## src/rtl/color_type_detector_pkg.sv

```systemverilog
// ---------------------------------------------------------------------------
// color_type_detector_pkg
// Shared definitions for the color-type detector and the 7-seg display stage:
// the color codes, the pixel class codes, the detector FSM states, default
// tuning values and the RGB565 channel expansion helpers.
// ---------------------------------------------------------------------------
package color_type_detector_pkg;

  // Default tuning values, overridable through the top-level parameters
  localparam int         CNT_W_DEF         = 19;
  localparam logic [7:0] BLACK_TH_DEF      = 8'd48;
  localparam logic [7:0] WHITE_TH_DEF      = 8'd208;
  localparam logic [7:0] DOM_MARGIN_DEF    = 8'd40;
  localparam int         MIN_VOTES_DEF     = 1024;
  localparam int         STABLE_FRAMES_DEF = 2;

  // Color codes shared with the display stage. CLASS_NONE only ever appears
  // as a per-pixel class and is never committed to the output.
  typedef enum logic [2:0] {
    COLOR_INIT  = 3'd0,
    COLOR_BLACK = 3'd1,
    COLOR_WHITE = 3'd2,
    COLOR_RED   = 3'd3,
    COLOR_GREEN = 3'd4,
    COLOR_BLUE  = 3'd5,
    CLASS_NONE  = 3'd7
  } color_e;

  typedef enum logic [2:0] {
    S_WAIT   = 3'd0,
    S_ACCUM  = 3'd1,
    S_FLUSH  = 3'd2,
    S_DECIDE = 3'd3,
    S_COMMIT = 3'd4
  } state_e;

  // Widen a 5-bit channel to 8 bits by replicating its top bits, so that
  // full scale maps to 8'hFF
  function automatic logic [7:0] expand5(input logic [4:0] v);
    return {v, v[4:2]};
  endfunction

  // Widen the 6-bit green channel to 8 bits the same way
  function automatic logic [7:0] expand6(input logic [5:0] v);
    return {v, v[5:4]};
  endfunction

endpackage

```

## src/rtl/color_type_detector_if.sv

```systemverilog
// ---------------------------------------------------------------------------
// color_type_detector_if
// Camera pixel stream into the detector and committed color code out.
//   frame_start  : 1-cycle pulse, start of frame
//   frame_end    : 1-cycle pulse, end of frame (after last pixel)
//   pix_valid    : pix_data valid this cycle
//   pix_data     : RGB565 pixel {R[4:0],G[5:0],B[4:0]}
//   color_type   : committed color code (color_e values)
//   color_update : 1-cycle pulse when color_type changes
// master = camera / stream source side, slave = detector side.
// ---------------------------------------------------------------------------
interface color_type_detector_if;

  logic        frame_start;
  logic        frame_end;
  logic        pix_valid;
  logic [15:0] pix_data;
  logic [2:0]  color_type;
  logic        color_update;

  modport master (
    output frame_start,
    output frame_end,
    output pix_valid,
    output pix_data,
    input  color_type,
    input  color_update
  );

  modport slave (
    input  frame_start,
    input  frame_end,
    input  pix_valid,
    input  pix_data,
    output color_type,
    output color_update
  );

endinterface

```

## src/rtl/pixel_color_classify.sv

```systemverilog
// ---------------------------------------------------------------------------
// pixel_color_classify
// Classifies one RGB565 pixel per cycle into BLACK/WHITE/RED/GREEN/BLUE/NONE
// and registers the class together with its valid flag (1 clk latency).
//   clk          : system clock
//   rst          : synchronous active-high reset
//   pixValid_i   : pixel valid this cycle
//   pixData_i    : RGB565 pixel
//   classValid_o : registered valid
//   pixClass_o   : registered class (color_e, CLASS_NONE if no match)
// ---------------------------------------------------------------------------
module pixel_color_classify
  import color_type_detector_pkg::*;
#(
  parameter logic [7:0] BLACK_TH   = BLACK_TH_DEF,
  parameter logic [7:0] WHITE_TH   = WHITE_TH_DEF,
  parameter logic [7:0] DOM_MARGIN = DOM_MARGIN_DEF
) (
  input  logic        clk,
  input  logic        rst,
  input  logic        pixValid_i,
  input  logic [15:0] pixData_i,
  output logic        classValid_o,
  output color_e      pixClass_o
);

  // Channels are compared on 9 bits so channel + margin cannot wrap
  logic [8:0] r9, g9, b9;
  logic [8:0] maxRg, max9, minRg, min9;
  logic [8:0] margin9;
  color_e     class_d, class_q;
  logic       classValid_q;

  assign r9      = {1'b0, expand5(pixData_i[15:11])};
  assign g9      = {1'b0, expand6(pixData_i[10:5])};
  assign b9      = {1'b0, expand5(pixData_i[4:0])};
  assign margin9 = {1'b0, DOM_MARGIN};

  assign maxRg = (r9 > g9) ? r9 : g9;
  assign max9  = (maxRg > b9) ? maxRg : b9;
  assign minRg = (r9 < g9) ? r9 : g9;
  assign min9  = (minRg < b9) ? minRg : b9;

  // First matching class wins, in the order BLACK, WHITE, RED, GREEN, BLUE
  always_comb begin
    class_d = CLASS_NONE;
    if (max9 < {1'b0, BLACK_TH}) begin
      class_d = COLOR_BLACK;
    end else if (min9 > {1'b0, WHITE_TH}) begin
      class_d = COLOR_WHITE;
    end else if ((r9 > g9 + margin9) && (r9 > b9 + margin9)) begin
      class_d = COLOR_RED;
    end else if ((g9 > r9 + margin9) && (g9 > b9 + margin9)) begin
      class_d = COLOR_GREEN;
    end else if ((b9 > r9 + margin9) && (b9 > g9 + margin9)) begin
      class_d = COLOR_BLUE;
    end
  end

  always_ff @(posedge clk) begin
    if (rst) begin
      classValid_q <= 1'b0;
      class_q      <= CLASS_NONE;
    end else begin
      classValid_q <= pixValid_i;
      class_q      <= class_d;
    end
  end

  assign classValid_o = classValid_q;
  assign pixClass_o   = class_q;

endmodule

```

## src/rtl/color_type_detector.sv

```systemverilog
// ---------------------------------------------------------------------------
// color_type_detector
// Classifies every pixel of a camera frame, votes per frame, and commits a
// new color code once STABLE_FRAMES consecutive frames agree on the winner.
//   clk : system clock
//   rst : synchronous active-high reset
//   bus : color_type_detector_if.slave (pixel stream in, color code out)
// color_type changes exactly 3 clk after the edge that samples frame_end:
// S_FLUSH lets the last pixel land in its counter, S_DECIDE registers the
// winner, S_COMMIT updates the stability tracker and the output.
// ---------------------------------------------------------------------------
module color_type_detector
  import color_type_detector_pkg::*;
#(
  parameter int         CNT_W         = CNT_W_DEF,
  parameter logic [7:0] BLACK_TH      = BLACK_TH_DEF,
  parameter logic [7:0] WHITE_TH      = WHITE_TH_DEF,
  parameter logic [7:0] DOM_MARGIN    = DOM_MARGIN_DEF,
  parameter int         MIN_VOTES     = MIN_VOTES_DEF,
  parameter int         STABLE_FRAMES = STABLE_FRAMES_DEF
) (
  input logic             clk,
  input logic             rst,
  color_type_detector_if.slave bus
);

  localparam int SC_W = $clog2(STABLE_FRAMES + 1);

  state_e           state_q, state_d;
  logic             pixAccept;
  logic             classValid;
  color_e           pixClass;
  logic             clearVotes;
  logic [4:0]       voteHit;
  logic [CNT_W-1:0] voteCnt_q [5];
  logic [CNT_W-1:0] bestCnt;
  color_e           bestColor;
  logic             bestValid;
  color_e           winner_q;
  logic             winnerValid_q;
  color_e           candidate_q, candidate_d;
  logic [SC_W-1:0]  stableCnt_q, stableCnt_d;
  color_e           colorType_q, colorType_d;
  logic             colorUpdate_q, colorUpdate_d;

  // Pixels only enter the pipeline while a frame is being accumulated,
  // including the pixel that arrives together with frame_end
  assign pixAccept = bus.pix_valid && (state_q == S_ACCUM);

  pixel_color_classify #(
    .BLACK_TH   (BLACK_TH),
    .WHITE_TH   (WHITE_TH),
    .DOM_MARGIN (DOM_MARGIN)
  ) u_classify (
    .clk          (clk),
    .rst          (rst),
    .pixValid_i   (pixAccept),
    .pixData_i    (bus.pix_data),
    .classValid_o (classValid),
    .pixClass_o   (pixClass)
  );

  // Votes are cleared whenever a new frame begins: from idle, on an aborted
  // frame (frame_start without frame_end) and when a frame starts in the
  // same cycle as the commit. A clear also drops the pixel still in stage 1,
  // which belongs to the frame being discarded.
  assign clearVotes = bus.frame_start &&
                      ((state_q == S_WAIT) || (state_q == S_COMMIT) ||
                       ((state_q == S_ACCUM) && !bus.frame_end));

  // Which counter the stage-1 class lands in; CLASS_NONE hits none
  always_comb begin
    voteHit = '0;
    for (int i = 0; i < 5; i++) begin
      voteHit[i] = classValid && (pixClass == color_e'(3'(i + 1)));
    end
  end

  // Stage 2: saturating per-class vote counters
  always_ff @(posedge clk) begin
    for (int i = 0; i < 5; i++) begin
      if (rst || clearVotes) begin
        voteCnt_q[i] <= '0;
      end else if (voteHit[i] && (voteCnt_q[i] != '1)) begin
        voteCnt_q[i] <= voteCnt_q[i] + CNT_W'(1);
      end
    end
  end

  // Largest counter wins; strict compare keeps the lower code on a tie
  always_comb begin
    bestCnt   = voteCnt_q[0];
    bestColor = COLOR_BLACK;
    for (int i = 1; i < 5; i++) begin
      if (voteCnt_q[i] > bestCnt) begin
        bestCnt   = voteCnt_q[i];
        bestColor = color_e'(3'(i + 1));
      end
    end
    bestValid = (bestCnt >= CNT_W'(MIN_VOTES));
  end

  // Next state plus the stability tracker and output decisions
  always_comb begin
    state_d       = state_q;
    candidate_d   = candidate_q;
    stableCnt_d   = stableCnt_q;
    colorType_d   = colorType_q;
    colorUpdate_d = 1'b0;
    case (state_q)
      S_WAIT: begin
        if (bus.frame_start) state_d = S_ACCUM;
      end
      S_ACCUM: begin
        if (bus.frame_end) state_d = S_FLUSH;
      end
      S_FLUSH: begin
        state_d = S_DECIDE;
      end
      S_DECIDE: begin
        state_d = S_COMMIT;
      end
      S_COMMIT: begin
        state_d = bus.frame_start ? S_ACCUM : S_WAIT;
        if (!winnerValid_q) begin
          stableCnt_d = '0;
        end else begin
          if (winner_q == candidate_q) begin
            if (stableCnt_q != SC_W'(STABLE_FRAMES)) begin
              stableCnt_d = stableCnt_q + SC_W'(1);
            end
          end else begin
            candidate_d = winner_q;
            stableCnt_d = SC_W'(1);
          end
          if ((stableCnt_d == SC_W'(STABLE_FRAMES)) && (candidate_d != colorType_q)) begin
            colorType_d   = candidate_d;
            colorUpdate_d = 1'b1;
          end
        end
      end
      default: begin
        state_d = S_WAIT;
      end
    endcase
  end

  always_ff @(posedge clk) begin
    if (rst) begin
      state_q <= S_WAIT;
    end else begin
      state_q <= state_d;
    end
  end

  // Winner register, stability tracker and output registers
  always_ff @(posedge clk) begin
    if (rst) begin
      winner_q      <= COLOR_INIT;
      winnerValid_q <= 1'b0;
      candidate_q   <= COLOR_INIT;
      stableCnt_q   <= '0;
      colorType_q   <= COLOR_INIT;
      colorUpdate_q <= 1'b0;
    end else begin
      if (state_q == S_DECIDE) begin
        winner_q      <= bestColor;
        winnerValid_q <= bestValid;
      end
      candidate_q   <= candidate_d;
      stableCnt_q   <= stableCnt_d;
      colorType_q   <= colorType_d;
      colorUpdate_q <= colorUpdate_d;
    end
  end

  assign bus.color_type   = colorType_q;
  assign bus.color_update = colorUpdate_q;

endmodule

```

## src/flat_wrapper.sv

```systemverilog
// flat-port wrapper written by rule: the top's interface ports become plain ports
module color_type_detector_flat import color_type_detector_pkg::*;
#(
  parameter int         CNT_W         = CNT_W_DEF,
  parameter logic [7:0] BLACK_TH      = BLACK_TH_DEF,
  parameter logic [7:0] WHITE_TH      = WHITE_TH_DEF,
  parameter logic [7:0] DOM_MARGIN    = DOM_MARGIN_DEF,
  parameter int         MIN_VOTES     = MIN_VOTES_DEF,
  parameter int         STABLE_FRAMES = STABLE_FRAMES_DEF
)
  (clk, rst, bus_frame_start, bus_frame_end, bus_pix_valid, bus_pix_data, bus_color_type, bus_color_update);
  color_type_detector_if bus_i ();
  input logic clk;
  input logic rst;
  input wire logic [$bits(bus_i.frame_start)-1:0] bus_frame_start;
  input wire logic [$bits(bus_i.frame_end)-1:0] bus_frame_end;
  input wire logic [$bits(bus_i.pix_valid)-1:0] bus_pix_valid;
  input wire logic [$bits(bus_i.pix_data)-1:0] bus_pix_data;
  output wire logic [$bits(bus_i.color_type)-1:0] bus_color_type;
  output wire logic [$bits(bus_i.color_update)-1:0] bus_color_update;
  assign bus_i.frame_start = bus_frame_start;
  assign bus_i.frame_end = bus_frame_end;
  assign bus_i.pix_valid = bus_pix_valid;
  assign bus_i.pix_data = bus_pix_data;
  assign bus_color_type = bus_i.color_type;
  assign bus_color_update = bus_i.color_update;
  color_type_detector #(.CNT_W(CNT_W), .BLACK_TH(BLACK_TH), .WHITE_TH(WHITE_TH), .DOM_MARGIN(DOM_MARGIN), .MIN_VOTES(MIN_VOTES), .STABLE_FRAMES(STABLE_FRAMES)) u_core (.clk(clk), .rst(rst), .bus(bus_i));
endmodule
```

## config.mk

```make
export PLATFORM = sky130hd
export DESIGN_NAME = color_type_detector_flat
export DESIGN_NICKNAME = d
export VERILOG_FILES = /design/src/rtl/color_type_detector_pkg.sv /design/src/rtl/color_type_detector_if.sv /design/src/rtl/pixel_color_classify.sv /design/src/rtl/color_type_detector.sv /design/src/flat_wrapper.sv
export SDC_FILE = /design/constraint.sdc
export NUM_CORES = 1
export LEC_CHECK = 0
export ABC_AREA = 0
export CORE_ASPECT_RATIO = 1.75
export CORE_UTILIZATION = 58
export CTS_CLUSTER_SIZE = 40
export DETAILED_ROUTE_END_ITERATION = 10
export PLACE_DENSITY_LB_ADDON = 0.25
export SYNTH_ARGS = -nofsm -noshare
export SYNTH_HDL_FRONTEND = slang
export SYNTH_SLANG_ARGS = --single-unit
```

## constraint.sdc

```tcl
create_clock -name clk -period 7.6 [get_ports clk]
set_clock_uncertainty 0.1 [all_clocks]
set_input_delay 1.52 -clock clk [delete_from_list [all_inputs] [get_ports clk]]
set_output_delay 1.52 -clock clk [all_outputs]
set_load 0.05 [all_outputs]
```

==> metrics.md <==
| Metric | Value |
|---|---|
| Hold path start | u_core.stableCnt_q[1]$_SDFFE_PP0P_ |
| Clock sink count | 115 |
| Hpwl dp | 20.24 mm |
| RSZ-0062 raised after global routing | true |
| Syn avg cell area | approximately 9.1 um2 |
| Worst-Margin Slew | 984.9 ps |
| Pwr per Cell Area | 223.3 nW/um2 |
| Status | complete, but fails checks |
| Via count | 9219 |
| Final setup TNS | -513.0 ps |
| Failing checks | negative setup slack |
| Setup violators final | 4 |
| Initial antenna violation count | 0 |
| Root buffer cell | clkbuf_16 |
| Yosys cell types | slightly below 70 |
| Worst setup startpoint | u_core.voteCnt_q[0][16]$_SDFFCE_PN0P_ |
| Avg WL per Cell | 20.35 um |
| Htree depth | 4 |
| Nature of the critical path startpoint | register |
| EDFF count, synth | 95 |
| Clk pwr share | 30.0% |
| Most used DFF post-synth | edfxtp_1 |
| FF-to-FF End | u_core.winner_q[1]$_SDFFE_PP0P_ |
| Residual DRC | 0 |
| Initial Utilization | 59.58% |
| Ports | 25 |
| Register area | approximately 3300 um2 |
| FF-to-FF setup slack | -200 ps |
| Die width | 102.2 um |
| Cts bufs inserted | 17 |
| Die area | 18130 um2 |
| Post-synth top area share | between 20% and 30% |
| Core Region | between 15000 and 20000 um2 |
| Port bufs | 24 |
| Slew Limit Fails | 0 |
| Gr ovfl total | 0 |
| Worst setup EP type | register |
| Max VDD drop | ~0.15 mV |
| Gr usage total | 31.01% |
| CTS clk-pin slew, worst paths | 60 ps |
| P_sw | approximately 990 uW |
| Fraction of registers with async set/reset | 0% |
| Drt via density | 6.332 |
| Final Wtd Congestion | 1.010 |
| Synth top cells by count | ha_1 (150), nor2_1 (145), edfxtp_1 (95), nand2_1 (95), inv_1 (74) |
| Syn_nets | 1297 |
| Post-synth top area cell | edfxtp_1 |
| Min-Delay Path Class | reg -> reg |
| Final-stage net count | between 1k and 1.5k |
| Antenna viol nets, final | 0 |
| Final WS setup | -203.0 ps |
| Highest Clock Rate | roughly 0.13 GHz |
| Worst path required time | 7850 ps |
| Crit path max-delay family | compound AO/OA/AOI/OAI gates |
| P_leak | 5.053 nW |
| Number of synthesis warnings | 0 |
| Vias in the first global route | 8925 |
| FILL cells | ~1.2k |
| Crit. path cell count | 37 |
| Synth area leaders | edfxtp_1 (28%), ha_1 (18%), nor2_1 (5.3%) |
| Post-Syn Instances | 1126 |
| RR Startpoint | u_core.voteCnt_q[0][16]$_SDFFCE_PN0P_ |
| Comb power frac | 42.2% |
| Sw frac | a little over a third |
| Footprint of the multi-input gates | about 7200 um2 |
| Area growth, synth to finish | 22.89% |
| Worst-case reg-to-reg path depth | 37 |
| Crit-path max FO | 7 |
| Antenna Cells | 0 |
| Synthesized flop and latch total | roughly 120 |
| DRT Pass-1 Iters | 5 |
| Cell internal pwr | 1.811 mW |
| WL final | 29.63 mm |
| Tot Pwr | 2.796 mW |
| CP max stage delay | 550 ps |
| CTS max path bufs | 2 |
| Seq pwr share | 27.8% |
| Cell Rows | 63 |
| Buf/Inv on CP | 7 |
| Tcrit/Tclk final | 102.7% |
| DR iter-0 viols | ~540 |
| Count leader, synth | ha_1 |
| CTS tree | done |
| First-pass GRT wire length | 43.35 mm |
| Max-cap violation count | 0 |
| Post-layout minimum cycle time | 7803 ps |
| Die extent in y | 177.4 um |
| End point of the critical path | u_core.winner_q[1]$_SDFFE_PP0P_ |
| Crit path kind | reg -> reg |
| Seq/Total Area, Yosys | 31.92% |
| CP max-delay cell | or4_4 |
| Max-slew headroom | 34.18% |
| Largest net degree at the start of global routing | 39 |
| Clock Latency Late Sink | 430 ps |
| Ratio of cells with drive above 1 in the final layout | ~17% |
| Hold Vio Cnt, Final | 0 |
| Mapped Area | 10190 um2 |
| CP arrival | 8050 ps |
## what timing repair did
item                       CTS  global route
pin swaps                    4            37
resized for setup            9           125
gates cloned                 0             4
buffers inserted             3            26
hold buffers                 0             0
setup endpoints to repair    4             4
## cells by family (layout without fill, tap and decap cells)
kind of cell,count (synthesis),after routing,share of synthesized area [%]
compound gates,200,200,12.99
mux,47,47,4.911
flops,115,115,31.92
buf+inv,101,204,4.064
xor+xnor,95,95,8.165
simple gates,418,418,19.53
fa+ha+maj,150,150,18.42
## power by group through the flow
stage | Clock (mW) | Combinational [mW] | Sequential (mW)
after global routing | 0.866 | 1.26 | 0.781
final | 0.839 | 1.18 | 0.778
after global placement | 0 | 0.807 | 0.781
after detailed placement | 0 | 0.824 | 0.783
after CTS | 0.838 | 0.851 | 0.770
after floorplan | 0 | 0.577 | 0.770
## final cells by class
type / instances / share of cell area [%]
clock inverter: 13 / 1.319
sequential: 115 / 25.98
tap: 227 / 2.268
inverter: 75 / 2.248
multi-input combinational: 910 / 57.65
timing repair buffer: 97 / 7.084
clock buffer: 19 / 3.457
## metal layers
layer  track usage, %  part of all wire [%]  vias to the layer above
li1                 -                     -                     4270
met1            32.07                    36                     4412
met2            56.18                    52                      384
met3            4.726                   5.0                      153
met4            20.83                   6.7                        0
met5                0                     0                        -
## metrics by stage
step	cells	instance area, um2	hold WS (ps)	utilization, %	setup WS [ps]
4_1_cts	1426	11560	409.6	67.56	26.22
5_1_grt	1456	12520	447.2	73.21	-476.7
3_3_place_gp	1391	10900	378.1	63.70	-133.6
3_5_place_dp	1391	10900	394.5	63.70	-171.8
2_1_floorplan	1126	10190	353.8	-	143.6
6_report	1456	12520	401.8	73.21	-203.0
## worst reg2reg max path, delay by kind of cell, from the launching register on
family,cells,cell delay (ps)
adders and majority gates,4,1100
DFF,1,440
muxes,2,450
buffers and inverters,7,1000
and+or+nand+nor,9,2030
AOI/OAI and AO/OA,15,2640
## sequential cells by signal, indices dropped and copies added, names as in the netlist
register / flops
u_core.bus.color_update: 1
u_core.bus.color_type: 3
u_core.voteCnt_q: 95
u_core.winner_q: 3
u_core.state_q: 3
u_core.u_classify.pixClass_o: 3
u_core.winnerValid_q: 1
u_core.u_classify.classValid_o: 1
u_core.candidate_q: 3
u_core.stableCnt_q: 2
## how the worst min path moves through the flow
stage                                    endpoint  cells past startpoint
3_5_place_dp   u_core.stableCnt_q[0]$_SDFFE_PP0P_                      2
6_report       u_core.stableCnt_q[1]$_SDFFE_PP0P_                      2
4_1_cts        u_core.stableCnt_q[0]$_SDFFE_PP0P_                      2
2_1_floorplan  u_core.stableCnt_q[1]$_SDFFE_PP0P_                      2
5_1_grt        u_core.stableCnt_q[1]$_SDFFE_PP0P_                      2
3_3_place_gp   u_core.stableCnt_q[0]$_SDFFE_PP0P_                      2
## placed cells by master, fill, tap and decap left out, types with 6 or more instances in the layout
cell type,instances
nand3_1,39
a21o_1,19
clkdlybuf4s50_1,24
nor2_1,144
dfxtp_1,20
nand4_1,30
buf_6,7
a21oi_2,9
nor2b_1,10
xor2_1,37
o21ai_0,41
ha_1,129
nor3_1,18
o21a_1,14
nand2_1,91
mux2_2,8
ha_4,21
mux2i_1,14
xnor2_1,58
mux2i_4,14
mux2_4,7
a31oi_1,9
nor4_1,9
o21ai_2,8
clkbuf_16,20
and3_1,30
a21oi_1,34
nand2b_1,7
buf_4,61
inv_2,6
a211oi_1,11
edfxtp_1,95
o211ai_1,7
inv_1,69
o21ai_1,11
and4_1,7
No activity file was read; power rests on OpenSTA's default activity.
